$ cat src/rtl/ifu_fetch_if.sv
// Instruction-memory fetch channel between the IFU (master) and instruction memory (slave).
// Single outstanding request; the request and its address are held until the valid strobe.
interface ifu_fetch_if #(
  parameter int unsigned IMEM_AW = 32
) ();

  logic               imem_req;
  logic [IMEM_AW-1:0] imem_addr;
  logic               imem_valid;
  logic [31:0]        imem_rdata;

  modport master (
    output imem_req,
    output imem_addr,
    input  imem_valid,
    input  imem_rdata
  );

  modport slave (
    input  imem_req,
    input  imem_addr,
    output imem_valid,
    output imem_rdata
  );

endinterface

$ cat src/rtl/ifu_fetch.sv
// Fetch stage: owns the PC, issues one fetch at a time and fills IF/ID with MIPS delay-slot redirects.
// Optional IFU_ADEL_EN: misaligned fetch PCs raise an address-error marker (if_id_exc) instead of a fetch.
module ifu_fetch #(
  parameter logic [31:0] RESET_PC = 32'h0000_3000,
  parameter int unsigned IMEM_AW  = 32
) (
  input  logic          clk,
  input  logic          reset_n,
  input  logic          stall,
  input  logic          boj,
  input  logic [31:0]   redirect_pc,
  ifu_fetch_if.master   imem,
  output logic          if_id_valid,
  output logic [31:0]   if_id_instr,
  output logic [31:0]   if_id_pc,
  output logic [31:0]   if_id_pc8,
`ifdef IFU_ADEL_EN
  output logic          if_id_exc,
`endif
  output logic [31:0]   fetch_pc
);

  typedef enum logic [1:0] {
    StBoot,
    StFetch,
    StHold
  } state_e;

  state_e      state_q, state_d;
  logic [31:0] fetch_pc_q, fetch_pc_d;
  logic        pend_valid_q, pend_valid_d;
  logic [31:0] pend_pc_q, pend_pc_d;
  logic [31:0] skid_q, skid_d;
  logic        if_id_valid_q, if_id_valid_d;
  logic [31:0] if_id_instr_q, if_id_instr_d;
  logic [31:0] if_id_pc_q, if_id_pc_d;
  logic [31:0] if_id_pc8_q, if_id_pc8_d;
`ifdef IFU_ADEL_EN
  logic        if_id_exc_q, if_id_exc_d;
`endif

  logic        id_accept;
  logic        take_redirect;
  logic [31:0] pc_plus4;
  logic [31:0] pc_plus8;
  logic [31:0] next_pc;
  logic        req;

  // A branch/jump in ID only counts once ID actually hands it on.
  assign id_accept     = if_id_valid_q & ~stall;
  assign take_redirect = boj & id_accept;
  assign pc_plus4      = fetch_pc_q + 32'd4;
  assign pc_plus8      = fetch_pc_q + 32'd8;

  always_comb begin
    if (take_redirect) begin
      next_pc = redirect_pc;
    end else if (pend_valid_q) begin
      next_pc = pend_pc_q;
    end else begin
      next_pc = pc_plus4;
    end
  end

  always_comb begin
    state_d       = state_q;
    fetch_pc_d    = fetch_pc_q;
    pend_valid_d  = pend_valid_q;
    pend_pc_d     = pend_pc_q;
    skid_d        = skid_q;
    if_id_valid_d = if_id_valid_q;
    if_id_instr_d = if_id_instr_q;
    if_id_pc_d    = if_id_pc_q;
    if_id_pc8_d   = if_id_pc8_q;
`ifdef IFU_ADEL_EN
    if_id_exc_d   = if_id_exc_q;
`endif
    req           = 1'b0;

    unique case (state_q)
      StBoot: begin
        state_d = StFetch;
      end

      StFetch: begin
        req = 1'b1;
`ifdef IFU_ADEL_EN
        if (fetch_pc_q[1:0] != 2'b00) begin
          // Address error: no memory access, a marked nop takes the fetch slot.
          req = 1'b0;
          if (!stall) begin
            if_id_valid_d = 1'b1;
            if_id_instr_d = 32'h0;
            if_id_pc_d    = fetch_pc_q;
            if_id_pc8_d   = pc_plus8;
            if_id_exc_d   = 1'b1;
            fetch_pc_d    = next_pc;
            pend_valid_d  = 1'b0;
          end
        end else
`endif
        if (imem.imem_valid) begin
          if (!stall) begin
            if_id_valid_d = 1'b1;
            if_id_instr_d = imem.imem_rdata;
            if_id_pc_d    = fetch_pc_q;
            if_id_pc8_d   = pc_plus8;
`ifdef IFU_ADEL_EN
            if_id_exc_d   = 1'b0;
`endif
            fetch_pc_d    = next_pc;
            pend_valid_d  = 1'b0;
          end else begin
            skid_d  = imem.imem_rdata;
            state_d = StHold;
          end
        end else begin
          if (!stall) begin
            if_id_valid_d = 1'b0;
            if_id_instr_d = 32'h0;
`ifdef IFU_ADEL_EN
            if_id_exc_d   = 1'b0;
`endif
          end
          // The in-flight fetch is the delay slot; remember where to go after it lands.
          if (take_redirect) begin
            pend_valid_d = 1'b1;
            pend_pc_d    = redirect_pc;
          end
        end
      end

      StHold: begin
        if (!stall) begin
          if_id_valid_d = 1'b1;
          if_id_instr_d = skid_q;
          if_id_pc_d    = fetch_pc_q;
          if_id_pc8_d   = pc_plus8;
`ifdef IFU_ADEL_EN
          if_id_exc_d   = 1'b0;
`endif
          fetch_pc_d    = next_pc;
          pend_valid_d  = 1'b0;
          state_d       = StFetch;
        end
      end

      default: begin
        state_d = StBoot;
      end
    endcase
  end

  always_ff @(posedge clk or negedge reset_n) begin
    if (!reset_n) begin
      state_q       <= StBoot;
      fetch_pc_q    <= RESET_PC;
      pend_valid_q  <= 1'b0;
      pend_pc_q     <= 32'h0;
      skid_q        <= 32'h0;
      if_id_valid_q <= 1'b0;
      if_id_instr_q <= 32'h0;
      if_id_pc_q    <= 32'h0;
      if_id_pc8_q   <= 32'h0;
`ifdef IFU_ADEL_EN
      if_id_exc_q   <= 1'b0;
`endif
    end else begin
      state_q       <= state_d;
      fetch_pc_q    <= fetch_pc_d;
      pend_valid_q  <= pend_valid_d;
      pend_pc_q     <= pend_pc_d;
      skid_q        <= skid_d;
      if_id_valid_q <= if_id_valid_d;
      if_id_instr_q <= if_id_instr_d;
      if_id_pc_q    <= if_id_pc_d;
      if_id_pc8_q   <= if_id_pc8_d;
`ifdef IFU_ADEL_EN
      if_id_exc_q   <= if_id_exc_d;
`endif
    end
  end

  assign imem.imem_req  = req;
  assign imem.imem_addr = IMEM_AW'(fetch_pc_q);
  assign if_id_valid    = if_id_valid_q;
  assign if_id_instr    = if_id_instr_q;
  assign if_id_pc       = if_id_pc_q;
  assign if_id_pc8      = if_id_pc8_q;
`ifdef IFU_ADEL_EN
  assign if_id_exc      = if_id_exc_q;
`endif
  assign fetch_pc       = fetch_pc_q;

  // An unanswered request must not move or drop.
  req_held_a: assert property (@(posedge clk) disable iff (!reset_n)
    (imem.imem_req && !imem.imem_valid) |=> (imem.imem_req && $stable(imem.imem_addr)));

  boot_no_req_a: assert property (@(posedge clk) disable iff (!reset_n)
    (state_q == StBoot) |-> !imem.imem_req);

endmodule

$ cat src/flat_wrapper.sv
// flat-port wrapper written by rule: the top's interface ports become plain ports
module ifu_fetch_flat 
#(
  parameter logic [31:0] RESET_PC = 32'h0000_3000,
  parameter int unsigned IMEM_AW  = 32
)
  (clk, reset_n, stall, boj, redirect_pc, if_id_valid, if_id_instr, if_id_pc, if_id_pc8, fetch_pc, imem_imem_req, imem_imem_addr, imem_imem_valid, imem_imem_rdata);
  ifu_fetch_if #(.IMEM_AW(IMEM_AW)) imem_i ();
  input  logic clk;
  input  logic reset_n;
  input  logic stall;
  input  logic boj;
  input  logic [31:0] redirect_pc;
  output logic if_id_valid;
  output logic [31:0] if_id_instr;
  output logic [31:0] if_id_pc;
  output logic [31:0] if_id_pc8;
  output logic [31:0] fetch_pc;
  output wire logic [$bits(imem_i.imem_req)-1:0] imem_imem_req;
  output wire logic [$bits(imem_i.imem_addr)-1:0] imem_imem_addr;
  input wire logic [$bits(imem_i.imem_valid)-1:0] imem_imem_valid;
  input wire logic [$bits(imem_i.imem_rdata)-1:0] imem_imem_rdata;
  assign imem_imem_req = imem_i.imem_req;
  assign imem_imem_addr = imem_i.imem_addr;
  assign imem_i.imem_valid = imem_imem_valid;
  assign imem_i.imem_rdata = imem_imem_rdata;
  ifu_fetch #(.RESET_PC(RESET_PC), .IMEM_AW(IMEM_AW)) u_core (.clk(clk), .reset_n(reset_n), .stall(stall), .boj(boj), .redirect_pc(redirect_pc), .imem(imem_i), .if_id_valid(if_id_valid), .if_id_instr(if_id_instr), .if_id_pc(if_id_pc), .if_id_pc8(if_id_pc8), .fetch_pc(fetch_pc));
endmodule
$ cat config.mk
export PLATFORM = sky130hd
export DESIGN_NAME = ifu_fetch_flat
export DESIGN_NICKNAME = d
export VERILOG_FILES = /design/src/rtl/ifu_fetch_if.sv /design/src/rtl/ifu_fetch.sv /design/src/flat_wrapper.sv
export SDC_FILE = /design/constraint.sdc
export NUM_CORES = 1
export LEC_CHECK = 0
export BUFFER_PORTS_ARGS = -buffer_cell sky130_fd_sc_hd__buf_2
export CORE_MARGIN = 10
export CORE_UTILIZATION = 40
export DETAILED_ROUTE_END_ITERATION = 7
export PLACE_DENSITY = 0.62
export SLEW_MARGIN = 0
export SYNTH_ARGS = -nofsm -noshare
export SYNTH_HDL_FRONTEND = slang
export SYNTH_SLANG_ARGS = --single-unit
export TNS_END_PERCENT = 100
$ cat constraint.sdc
create_clock -name clk -period 2.1 [get_ports clk]
set_clock_uncertainty 0.15 [all_clocks]
set_input_delay 0.105 -clock clk [delete_from_list [all_inputs] [get_ports clk]]
set_output_delay 0.105 -clock clk [all_outputs]
set_load 0.03 [all_outputs]
==> run summary <==
Port Buffers -> 230
Crit path top cell by count -> buf_4
Die H -> 175 um
CP peak stage delay -> 0.57 ns
Setup ws final -> 0.0747 ns
Slew headroom -> 62.6%
Sink Count -> 193
Placed Area -> 11200 um2
Total Power -> 0.0207 W
GPL Wtd Cong -> 0.883
Cell family with most CP delay -> flip-flops
Final period utilization -> 96.4%
Area growth syn-to-layout -> 32.0%
Global-route wire length before repair -> 45800 um
Routed WL -> 28600 um
Setup WS pre-CTS -> 0.00462 ns
Sequential share of the synthesized area -> 50.3%
Post-synth top area share -> 49.8%
Critical-path cell list -> buf_4 -> nand2_1 -> nor4_1 -> buf_4 -> nand3_1 -> o21ai_0 -> o2bb2ai_1
Clock root buffer -> clkbuf_16
Post-synthesis average cell area -> 10.0 um2
Maximum clock path buffer count -> 2
Chip width -> 175 um
Synth area leader -> dfrtp_1
Most common cell in the synthesized netlist -> nand2_1
Worst skew pair latency -> 0.44 ns
1st-pass router iterations -> 7
VDD IR max -> 0.000820 V
Overflow after GRT -> 0
Top Ports -> 231
Die footprint -> 30600 um2
Setup slack, reg-to-reg -> 0.07 ns
Synth top cells by count -> 203 x nand2_1, 191 x dfrtp_1, 97 x o21ai_0
Post-synth EDFFs -> 0
Dpl cells -> 1473
Vias per cell -> 5.14
Final slew viol count -> 0
Post-route ant nets -> 0
Hold crit path type -> input pin to async pin
Initial antenna violation count -> 2
Final hold vios -> 0
Global Route Usage Sum -> 18.4%
Least-Margin Pin Slew -> 0.561 ns
Register bit count reported by yosys -> 193
Worst reg2reg path endpoint -> u_core.fetch_pc[31]
Layout cells sized above 1 -> 36.6%
Status -> finished, final reports clean
Num CTS Buffers -> 17
Mean routed wirelength per cell -> 18.0 um
CP Data Required Time -> 2.30 ns
Primary FF master, synth -> dfrtp_1
RSZ-0062 raised after global routing -> true
Post-Syn Area -> 9600 um2
CP arrival -> 2.22 ns
Clock transition at path regs -> 0.07 ns
Initial Util -> 40.8%
Core ar. -> 23500 um2
Design Area, Final -> 12700 um2
Total number of H-tree levels -> 4
Worst Setup Start Kind -> flop
CTS tree -> yes
Routed vias -> 8154
Synthesis warning total -> 0
Remaining DRCs -> 0
Synth area leaders -> dfrtp_1 50%, mux2_2 8.1%, nand2_1 7.9%
Final-stage net count -> 1326
R2R cell count -> 7
Critical R2R Launch -> u_core.fetch_pc[12]
Initial drt markers -> 550
Row count -> 56
Post-Layout Cell Count -> 1585
Largest net degree at the start of global routing -> 65
Post-layout min period -> 2.03 ns
Max-cap violations -> 0
Library cells used by synthesis -> 62
Pwr dens -> 1640 nW/um2
Worst-path fanout max -> 7
Final setup viols -> 0
Via count of the first global-routing pass -> 8326
Synth async-reset ratio -> 100%
Cells after synthesis -> 957
P_leak -> 5.98 nW
Dpl hpwl -> 19900 um
Setup TNS -> 0 ns
Post-synthesis net count -> 1032
Buf/Inv on CP -> 2
Top achievable clock speed -> 0.494 GHz
Setup crit end kind -> flop
Crit Path Class -> flop to flop
Slowest cell on the critical path -> dfstp_2
[routing by layer]
| layer | part of all wire [%] | GRT usage, % | up-vias |
|---|---|---|---|
| met5 | 0 | 0 | - |
| met4 | 1.3 | 4.87 | 0 |
| met3 | 8.1 | 5.63 | 33 |
| met2 | 47 | 29.4 | 272 |
| met1 | 43 | 23.5 | 3971 |
| li1 | - | - | 3878 |
[flip-flops by register name (all words and copies together), names as in the netlist]
register             count
u_core.skid_q           32
u_core.if_id_valid       1
u_core.if_id_pc8        32
u_core.pend_pc_q        32
u_core.state_q           2
u_core.if_id_instr      32
u_core.if_id_pc         29
u_core.pend_valid_q      1
u_core.fetch_pc         32
[how the worst max path moves through the flow]
stage / start / endpoint / slack (ns) / cells past startpoint
floorplan: u_core.fetch_pc[13] / u_core.fetch_pc[25] / -0.10 / 6
CTS: u_core.state_q[0] / u_core.if_id_pc[7] / 0.0008 / 8
global placement: u_core.fetch_pc[6] / u_core.if_id_pc8[25] / 0.06 / 7
finish: u_core.fetch_pc[12] / u_core.fetch_pc[31] / 0.07 / 7
global route: u_core.fetch_pc[20] / u_core.fetch_pc[31] / -0.08 / 6
detailed placement: u_core.fetch_pc[13] / u_core.fetch_pc[26] / 0.005 / 5
[per-stage QoR]
| stage | utilization (%) | hold slack [ns] |
|---|---|---|
| 2_1_floorplan | - | -0.341 |
| 3_3_place_gp | 47.6 | -0.00441 |
| 3_5_place_dp | 47.6 | -0.00268 |
| 4_1_cts | 53.0 | 0.104 |
| 5_1_grt | 53.8 | 0.127 |
| 6_report | 53.8 | 0.0768 |
[cell type report]
cell class	count	area, um2
sequential	193	4840
inverter	11	41.3
tap	319	399
antenna	2	5.00
fill	2147	10900
clock inverter	14	148
clock buffer	18	429
timing repair buffer	387	2690
multi-input combinational	641	4130
[cells in the final DEF (no fill, tap or decap), types with 5 or more instances in the layout]
master	n
nand2_1	202
nor2_1	31
buf_12	10
o21ai_0	97
nand3b_1	8
nor3_1	18
buf_2	229
xnor2_1	20
dlygate4sd3_1	68
and3_1	5
inv_1	9
nand4_1	19
xor2_1	17
dfrtp_1	188
a22oi_1	32
a21oi_1	18
o22ai_1	8
clkbuf_16	18
nand3_1	14
a31oi_1	5
mux2_2	69
buf_4	73
[repair_timing]
action | in CTS | in global routing
pin swaps | 0 | 6
setup endpoints to repair | 2 | 40
gates cloned | 0 | 2
endpoints found under the hold margin | 294 | 0
buffers inserted | 2 | 6
resized for setup | 0 | 26
hold buffers | 68 | 0
[where the power goes]
group	leakage, nW	internal (W)	switching (W)
combinational	3.31	0.00392	0.00703
clock	0.279	0.00168	0.00155
sequential	2.40	0.00540	0.00114
total	5.98	0.0110	0.00973
[worst register-to-register path, delay by kind of cell, from the launching register on]
kind | cells | cell delay [ns]
AND/OR/NAND/NOR | 3 | 0.54
AO/OA/AOI/OAI | 2 | 0.35
buffers and inverters | 2 | 0.34
flip-flops | 1 | 0.57
[cell families after synthesis]
group / after synthesis / synth area share (%)
flip-flops: 193 / 50.3
AND/OR/NAND/NOR: 331 / 16.6
buffers and inverters: 123 / 7.90
AO/OA/AOI/OAI: 195 / 12.6
XOR/XNOR: 37 / 3.38
adder cells (fa/ha/maj): 6 / 0.782
multiplexers: 72 / 8.41
(Power assumes the default switching activity.)
